$ cat src/rtl/cpu_datapath.sv
// 8-bit accumulator datapath: PC, IR, ACC, 16x8 register file and the ALU.
// Define DATAPATH_DEBUG_PORT_EN to add a side-effect-free RF read port (dbgAddr/dbgData).
module cpu_datapath #(
    parameter int PC_WIDTH = 8,
    parameter int NUM_REGS = 16
) (
    input  logic                clk,
    input  logic                reset,
    input  logic [7:0]          imemData,
    output logic [PC_WIDTH-1:0] imemAddr,
    input  logic                loadIR,
    input  logic                incPC,
    input  logic                loadPC,
    input  logic                selPC,
    input  logic                loadAcc,
    input  logic [1:0]          selACC,
    input  logic                loadReg,
    input  logic [3:0]          aluOp,
    input  logic                halt,
    output logic [7:0]          instr,
    output logic [PC_WIDTH-1:0] pc,
    output logic [7:0]          acc,
    output logic [7:0]          regOut,
    output logic [7:0]          aluResult,
`ifdef DATAPATH_DEBUG_PORT_EN
    input  logic [3:0]          dbgAddr,
    output logic [7:0]          dbgData,
`endif
    output logic                flagZ,
    output logic                flagN
);

    localparam logic [3:0] OP_ADD = 4'b0001;
    localparam logic [3:0] OP_SUB = 4'b0010;
    localparam logic [3:0] OP_NOR = 4'b0011;
    localparam logic [3:0] OP_SHL = 4'b1011;
    localparam logic [3:0] OP_SHR = 4'b1100;

    logic [PC_WIDTH-1:0] pc_q;
    logic [7:0]          ir_q;
    logic [7:0]          acc_q;
    logic [7:0]          rf [NUM_REGS];
    logic [3:0]          operand;

    assign operand  = ir_q[3:0];
    assign regOut   = rf[operand];
    assign instr    = ir_q;
    assign pc       = pc_q;
    assign imemAddr = pc_q;
    assign acc      = acc_q;

`ifdef DATAPATH_DEBUG_PORT_EN
    assign dbgData = rf[dbgAddr];
`endif

    // Unknown or unused opcodes (X included) fall to ACC pass-through so flags stay clean.
    always_comb begin
        aluResult = acc_q;
        case (aluOp)
            OP_ADD:  aluResult = regOut + acc_q;
            OP_SUB:  aluResult = regOut - acc_q;
            OP_NOR:  aluResult = ~(regOut | acc_q);
            OP_SHL:  aluResult = {acc_q[6:0], 1'b0};
            OP_SHR:  aluResult = {1'b0, acc_q[7:1]};
            default: aluResult = acc_q;
        endcase
    end

    assign flagZ = (aluResult == 8'h00);
    assign flagN = aluResult[7];

    always_ff @(posedge clk) begin
        if (reset) begin
            pc_q  <= '0;
            ir_q  <= 8'h00;
            acc_q <= 8'h00;
            for (int i = 0; i < NUM_REGS; i++) rf[i] <= 8'h00;
        end else if (!halt) begin
            if (loadIR) ir_q <= imemData;

            if (loadPC)
                pc_q <= selPC ? PC_WIDTH'(regOut) : PC_WIDTH'(operand);
            else if (incPC)
                pc_q <= pc_q + 1'b1;

            if (loadAcc) begin
                case (selACC)
                    2'b00:   acc_q <= aluResult;
                    2'b10:   acc_q <= regOut;
                    2'b11:   acc_q <= {4'h0, operand};
                    default: acc_q <= acc_q;
                endcase
            end

            // Non-blocking write: RF captures the pre-edge ACC even if ACC loads on this edge.
            if (loadReg) rf[operand] <= acc_q;
        end
    end

endmodule

$ cat config.mk
export PLATFORM = sky130hd
export DESIGN_NAME = cpu_datapath
export DESIGN_NICKNAME = d
export VERILOG_FILES = /design/src/rtl/cpu_datapath.sv
export SDC_FILE = /design/constraint.sdc
export NUM_CORES = 1
export LEC_CHECK = 0
export CAP_MARGIN = 20
export CORE_MARGIN = 5
export CORE_UTILIZATION = 33
export DETAILED_ROUTE_END_ITERATION = 12
export GPL_ROUTABILITY_DRIVEN = 0
export GPL_TIMING_DRIVEN = 0
export HOLD_SLACK_MARGIN = 0.1
export MAX_ROUTING_LAYER = met4
export PLACE_DENSITY = 0.48
export SYNTH_ARGS = -nofsm -noshare
export SYNTH_HDL_FRONTEND = slang
export SYNTH_SLANG_ARGS = --single-unit
$ cat constraint.sdc
create_clock -name clk -period 14.35 [get_ports clk]
set_input_delay 2.87 -clock clk [delete_from_list [all_inputs] [get_ports clk]]
set_output_delay 2.87 -clock clk [all_outputs]
set_load 0.01 [all_outputs]
# ---- After elaboration in Yosys (flattened, before gate mapping)
# Memory sizes are Yosys's and may differ from the RTL's. A register that Yosys moved wholly into a read port is not among the register bits.
# Index checks and enable logic that the tools add are counted.
dict set report totals {
  latch_bits 0
  reg_bits 24
  ramBits 128
  rom_bits 0
  output_inout_bits 50
  inputBits 23
  n_memories 1
}
dict set report op_classes {
  n_mul 0
  magnitude_cmp 0
  n_addsub 3
  shift 0
  bitwise_logic 3
  div_mod_pow 0
  reduce_logical 8
  eq_ne 7
  mux 16
}
# name depth width read_ports rd_ports_with_merged_regs wr line
set memory_table {}
lappend memory_table {rf 16 8 1 1 16 42} ;# logic [7:0] rf [NUM_REGS];
# operator n
set ops {}
lappend ops {{$pmux W8 S5} 1}
lappend ops {{$mux W8} 4}
lappend ops {{$pmux W8 S3} 1}
lappend ops {{$mux W4} 3}
lappend ops {{$add A8 B1 Y8 const B} 1}
lappend ops {{$add A8 B8 Y8} 1}
lappend ops {{$eq A4 B2 Y1 const B} 2}
lappend ops {{$eq A4 B4 Y1 const B} 2}
lappend ops {{$logic_not A8 Y1} 1}
lappend ops {{$not A8 Y8} 1}
lappend ops {{$or A8 B8 Y8} 1}
lappend ops {{$reduce_or A8 Y1} 1}
lappend ops {{$sub A8 B8 Y8} 1}
lappend ops {{$mux W1} 7}
lappend ops {{$eq A2 B2 Y1 const B} 2}
lappend ops {{$eq A4 B1 Y1 const B} 1}
lappend ops {{$reduce_and A2 Y1} 2}
lappend ops {{$reduce_and A3 Y1} 1}
lappend ops {{$reduce_bool A3 Y1} 1}
lappend ops {{$logic_not A2 Y1} 1}
lappend ops {{$reduce_bool A2 Y1} 1}
lappend ops {{$not A1 Y1} 1}

# ---- Depth between registers and ports, before layout
# Gate-level depths: netlist of run 1.
dict set report logic_depth {
  word_depth 6
  depth_mapped 16
  mapped_depth_nobuf 13
}

# ---- Least setup slack after synthesis of run 1
# Ideal clock, no wire load.
dict set report synth_path {
  kind {input to output}
  from {in aluOp[2]}
  to {out flagZ}
  cell_stages 11
  arrival_ns 5.858
  required_ns 11.480
  setup_slack_ns 5.622
  n_path_buf 1
  path_cell_list {buf_2 -> nor4b_2 -> mux2i_1 -> ha_1 -> nand2b_1 -> a21oi_1 -> a2111oi_0 -> xnor2_1 -> a211o_1 -> or3_1 -> nor4_2}
}
dict set report synth_between {
  elab_chain_cells 3
  word_cells_on_any_way 7
}
# item line
set synth_rtl {}
lappend synth_rtl {{from (decl)} 18} ;# input logic [3:0] aluOp,
lappend synth_rtl {{$eq A4 B4 Y1 (tied with other cells)} 59} ;# case (aluOp)
lappend synth_rtl {{$pmux W8 S5 (*)} 59}
lappend synth_rtl {{named net aluResult[5]} 24} ;# output logic [7:0] aluResult,
lappend synth_rtl {{$logic_not A8 Y1 (*)} 69} ;# assign flagZ = (aluResult == 8'h00);
lappend synth_rtl {{to (decl)} 29} ;# output logic flagZ,
# The timed path passes the listed nets; every way through them passes the cells marked *.

# ---- Worst setup path in the final report of run 1
dict set report layout_path {
  from {in aluOp[3]}
  to {out flagZ}
}
dict set report layout_between {
  elab_chain_cells 3
  word_cells_on_any_way 7
}
# item line
set layout_rtl {}
lappend layout_rtl {{$eq A4 B4 Y1 (tied with other cells)} 59}
lappend layout_rtl {{$pmux W8 S5 (*)} 59}
lappend layout_rtl {{$logic_not A8 Y1 (*)} 69}
# Mark *: on every way between the ends. The rest lies on a longest branch, timed or not.

==> qor.yml, run 1 <==
detailed_routing:
  wl_met2_um: 12800
  drtPass1Iterations: 5
  via_count: 6190
  dr.first_iter.drc_count: 731
  vias_per_cell: 5.50
  drc: 0
  dr_wl_met3_um: 1730
  wl_per_cell_um: 23.2
  routed.top_layer: "met4"
  routed_wl_um: 26100
  detail-route-antenna-nets: 0
  wl_met1_um: 10800
logic_synthesis:
  syn_area_um2: 8280
  synth_top_family_by_area: "simple AND/OR/NAND/NOR gates"
  synthTopCellsByArea: "edfxtp_1, dfxtp_1, mux4_2"
  synthFlopType: "edfxtp_1"
  yosysWarnings: 0
  synth_top_area_cell: "edfxtp_1"
  seq_area_frac_synth: 0.532
  synthArstFlopShare: 0
  synth_compound_area_frac: 0.0845
  synth_xor_area_frac: 0.0138
  synthMuxAreaShare: 0.127
  synthTopCellsByCount: "edfxtp_1, nor3_1, nor2_1"
  synth_nets: 736
  avgSynthCellArea_um2: 11.8
  synth_edf_count: 128
  synth_fa_ha_area_frac: 0.0191
  ys_types: 64
  synth_top_area_share: 0.464
  synth_simple_gate_area_frac: 0.173
  synth_cells: 701
  synth_most_common_cell: "edfxtp_1"
  synth-seq-cells: 156
place:
  io_buffers: 66
  dp_slack_ns: 4.35
  dp_hpwl_um: 18900
  placedCellCount: 1097
  dpl_cell_area_um2: 9350
pwr:
  pwr-share-seq: 0.438
  p_clk_frac: 0.399
  peakVddDrop_mv: 0.0578
  combPwrFrac: 0.162
  intPower_w: 0.000874
  switchingPower_w: 0.000298
  leakagePower_nw: 3.38
  swShare: 0.254
  power-per-cell-area_nw_per_um2: 118
setup_path:
  crit_type: "in2out"
  slowest_stage: "nor4b_2"
  path_cells: "clkdlybuf4s50_1 -> nor4b_2 -> mux2i_1 -> ha_1 -> nand2b_1 -> a21oi_1 -> a2111oi_0 -> xnor2_1 -> a211o_1 -> or3_1 -> nor4_2 -> clkdlybuf4s50_1"
  cp-start-kind: "primary input"
  end_kind: "output port"
  crit_arrival_ns: 7.18
  worst_path_most_repeated_cell: "clkdlybuf4s50_1"
  required_ns: 11.48
  critPathMaxStageDelay_ns: 0.76
  crit_fanout: 7
global_routing:
  grt_pass1_wl_um: 38800
  grt_max_degree: 17
  antenna_found_initial: 1
  grt-ovfl-total: 0
  grt_pass1_vias: 6126
  grt_usage: 0.190
floorplan:
  die-width_um: 168
  ios: 73
  die_height_um: 168
  die_area_um2: 28300
  num_rows: 58
  start_util: 0.331
  core_area_um2: 25000
cells_and_area:
  syn2layout_area_growth_pct: 20.2
  diodes: 0
  fin_cells: 1126
  stdcell_area_um2: 9950
  post_route_cells_drive_above_1_share: 0.126
  final_util: 0.399
  nets: 821
cts:
  htree_levels: 4
  cts-resized-gates: 0
  clk_pin_slew_ns: 0.06
  numCtsBuffers: 17
  cts_hold_buf: 0
  cts_tree: "built"
  post_cts_buffers: 0
  clock_sinks: 156
  cts-root-buf: "clkbuf_16"
  clk_path_buf_depth: 2
  clkLatencyLatePin_ns: 0.43
timing:
  fin_crit_sh: 0.700
  fin_ws_ns: 4.30
  slew_headroom: 0.349
  tns_ns: 0
  rsz0062_at_grt: "false"
  finalSetupViolations: 0
  fin_skew_ns: 0.00835
  final_hold_viol_count: 0
  tightest_slew_ns: 0.971
  slew_violations: 0
  finalCriticalPeriod_ns: 10.05
  clock.fmax_ghz: 0.0995
job:
  cap_viol_max_count: 0
hold_path:
  hold_class: "reg2reg"
run_status:
  outcome: "complete, no violations"
-- critical path: cells and delay by family --
| family | cells | cell delay [ns] |
|---|---|---|
| fa+ha+maj | 1 | 0.29 |
| mux | 1 | 0.37 |
| buf+inv | 2 | 1.10 |
| xor+xnor | 1 | 0.15 |
| simple gates | 4 | 1.44 |
| compound gates | 3 | 0.96 |
-- registers in the layout, summed over array words and instances, names as in the netlist, named ones only --
register and cells:
instr 8, acc 8, rf 128, imemAddr 8
-- area by class of cell --
type	count	area, um^2
Tap cell	330	413
Multi-Input combinational cell	455	3450
Clock inverter	11	171
Sequential cell	156	4400
Inverter	17	63.8
Fill cell	2416	15000
Clock buffer	18	429
Buffer	73	359
Timing Repair Buffer	66	661
-- power groups by stage --
stage | clock [W] | sequential [W] | combinational (W)
floorplan | 0 | 0.000521 | 0.000116
global placement | 0 | 0.000523 | 0.000188
detailed placement | 0 | 0.000523 | 0.000189
CTS | 0.000471 | 0.000514 | 0.000190
global route | 0.000491 | 0.000515 | 0.000206
finish | 0.000468 | 0.000513 | 0.000190
-- per-stage QoR --
step | power (W) | hold WS (ns)
2_1_floorplan | 0.000637 | 0.516
4_1_cts | 0.00118 | 0.499
5_1_grt | 0.00121 | 0.532
3_5_place_dp | 0.000713 | 0.484
3_3_place_gp | 0.000710 | 0.477
6_report | 0.00117 | 0.489
-- cell usage in the layout (no fill, tap or decap), types with 18 or more instances in the layout --
cell             synthesis  final
nor2_1                  53     53
edfxtp_1               128    128
clkbuf_1                49     50
a21oi_1                 21     21
o21ai_0                 18     18
mux2i_1                 22     22
and2_1                  51     51
mux4_2                  23     23
nor4_1                  22     22
dfxtp_1                 28     28
nand2_1                 21     21
clkdlybuf4s50_1          0     66
nor3_1                  68     68
-- per-layer routing --
metal / GRT usage / vias up
met5: - / -
met4: 0.0677 / 0
met3: 0.0397 / 44
met2: 0.305 / 249
met1: 0.240 / 3084
li1: - / 2813
-- cell families (layout without fill, tap and decap cells) --
kind of cell | count (synthesis) | after routing
buf+inv | 90 | 185
compound gates | 102 | 102
mux | 59 | 59
xor+xnor | 13 | 13
flops | 156 | 156
fa+ha+maj | 12 | 12
simple gates | 269 | 269
-- worst paths after layout --
| path | from | endpoint | slack (ns) | cells after the start |
|---|---|---|---|---|
| max | aluOp[3] | flagZ | 4.30 | 12 |
| min | instr[5]$_SDFFE_PP0P_ | instr[5]$_SDFFE_PP0P_ | 0.49 | 2 |
| max reg2reg | register | acc[6]$_SDFFE_PP0P_ | 10.00 | 16 |
| min reg2reg | instr[5]$_SDFFE_PP0P_ | instr[5]$_SDFFE_PP0P_ | 0.49 | 2 |
Power figures use the tool's default switching activity.
==> run 2: changes to the inputs <==
clock period = 9.4 ns   (was 14.35 ns; I/O delays follow)
==> results of run 2 <==
The final DEF is identical to that of run 1. Status: complete, no violations.
Among the figures that moved: setup slack after placement 4.35 ns -> 1.38 ns; setup slack after layout 4.30 ns -> 1.33 ns; register-to-register setup slack 10.00 ns -> 5.05 ns; total power 0.00117 W -> 0.00179 W; worst IR drop on VDD 0.0578 mV -> 0.0882 mV
==> run 3: changes to the inputs <==
DONT_BUFFER_PORTS = 1   (was not set)
PLACE_DENSITY = 0.44   (was 0.48)
==> qor.yml, run 3 (same netlist as run 1, synthesis figures left out) <==
pwr:
  power-per-cell-area_nw_per_um2: 188
  combPwrFrac: 0.145
  intPower_w: 0.00128
  p_clk_frac: 0.405
  peakVddDrop_mv: 0.108
  pwr-share-seq: 0.450
  leakagePower_nw: 3.14
  switchingPower_w: 0.000469
  swShare: 0.268
floorplan:
  die-width_um: 168
  core_area_um2: 25000
  die_area_um2: 28300
  ios: 73
  num_rows: 58
  start_util: 0.331
  die_height_um: 168
setup_path:
  cp-start-kind: "primary input"
  crit_arrival_ns: 5.37
  r2r_slack_ns: 4.77
  end_kind: "output port"
  reg2reg_to: "acc[4]$_SDFFE_PP0P_"
  crit_fanout: 10
  reg2reg_depth: 16
  required_ns: 7.52
  crit_type: "in2out"
cells_and_area:
  multi_input_area_um2: 3450
  fin_cells: 1063
  num-fill-cells: 2473
  sequential_cell_area_um2: 4400
  largest-register: "rf"
  nets: 755
  syn2layout_area_growth_pct: 12.2
  stdcell_area_um2: 9290
  post_route_cells_drive_above_1_share: 0.139
  diodes: 0
  final_common_cell: "edfxtp_1"
  largest_register_ffs: 128
  layout_common_cells: "edfxtp_1, nor3_1, nor2_1, clkbuf_1, and2_1"
hold_path:
  hold_class: "reg2reg"
  min_path_cells: 2
  whs_endpoint: "imemAddr[7]$_SDFFE_PP0P_"
  hp-start: "imemAddr[7]$_SDFFE_PP0P_"
cts:
  cts_hold_buf: 0
  numCtsBuffers: 17
  cts-resized-gates: 0
  cts-root-buf: "clkbuf_16"
  post_cts_buffers: 0
  clkLatencyLatePin_ns: 0.43
  htree_levels: 4
  cts_tree: "built"
  clock_sinks: 156
  clk_path_buf_depth: 2
  clk_pin_slew_ns: 0.07
place:
  io_buffers: 0
  placedCellCount: 1031
  dpl_cell_area_um2: 8690
  dp_hpwl_um: 19300
detailed_routing:
  dr.first_iter.drc_count: 645
  wl_per_cell_um: 25.1
  via_count: 5942
  routed_wl_um: 26600
  drc: 0
  drtPass1Iterations: 7
  detail-route-antenna-nets: 0
  vias_per_cell: 5.59
timing:
  fin_crit_sh: 0.771
  rsz0062_at_grt: "false"
  tightest_slew_ns: 1.09
  fin_skew_ns: 0.00847
  timing.hold.ws_ns: 0.557
  final_hold_viol_count: 0
  slew_headroom: 0.276
  tns_ns: 0
  finalSetupViolations: 0
  finalCriticalPeriod_ns: 7.25
  clock.fmax_ghz: 0.138
  slew_violations: 0
global_routing:
  grt-ovfl-total: 0
  antenna_found_initial: 0
  grt_max_degree: 17
  grt_usage: 0.192
  grt_pass1_vias: 6030
  grt_pass1_wl_um: 38700
run_status:
  outcome: "complete, no violations"
job:
  cap_viol_max_count: 0
[run 3: changes by cell type in the layout (fill, tap and decap cells not counted), sizes merged]
cell and change:
inv +2, clkdlybuf4s50 -66, bufinv -1, clkinvlp +1
clkbuf +1
[run 3: worst max-delay path by stage]
stage	startpoint	end	slack [ns]	depth (start not counted)
floorplan	aluOp[2]	flagZ	2.65	11
global placement	aluOp[1]	flagZ	2.11	11
detailed placement	aluOp[1]	flagZ	2.11	11
CTS	aluOp[1]	flagZ	2.11	11
global route	aluOp[1]	flagZ	1.86	11
finish	aluOp[2]	flagZ	2.15	11
[run 3: metrics by stage]
step / utilization / worst slack (ns) / total power (W)
after floorplan: - / 2.65 / 0.000972
after global placement: 0.348 / 2.11 / 0.00105
after detailed placement: 0.348 / 2.11 / 0.00105
after CTS: 0.372 / 2.11 / 0.00176
after global routing: 0.372 / 1.86 / 0.00181
final: 0.372 / 2.15 / 0.00175
[run 3: power by group through the flow]
stage / registers [W] / logic (W) / clock network (W)
6_report: 0.000787 / 0.000254 / 0.000709
5_1_grt: 0.000789 / 0.000271 / 0.000750
4_1_cts: 0.000787 / 0.000253 / 0.000718
3_5_place_dp: 0.000802 / 0.000252 / 0
3_3_place_gp: 0.000801 / 0.000251 / 0
2_1_floorplan: 0.000795 / 0.000178 / 0
[run 3: per-layer routing]
metal,track usage,vias up,wire length [um]
li1,-,2682,-
met1,0.228,2969,10700
met2,0.311,236,13000
met3,0.0528,55,2070
met4,0.0727,0,879
met5,-,-,0
[run 3: worst max-delay path, cell delays in order]
cell	delay (ns)
buf_2	0.16
nor4b_2	0.64
mux2i_1	0.42
ha_1	0.30
nand2b_1	0.11
a21oi_1	0.08
a2111oi_0	0.48
xnor2_1	0.19
a211o_1	0.41
or3_1	0.34
nor4_2	0.35
[run 3: area by class of cell]
cell class,instances,area share
inverter,17,0.00687
sequential,156,0.474
clock buffer,19,0.0466
tap,330,0.0445
buffer,73,0.0387
clock inverter,13,0.0178
multi-input combinational,455,0.371
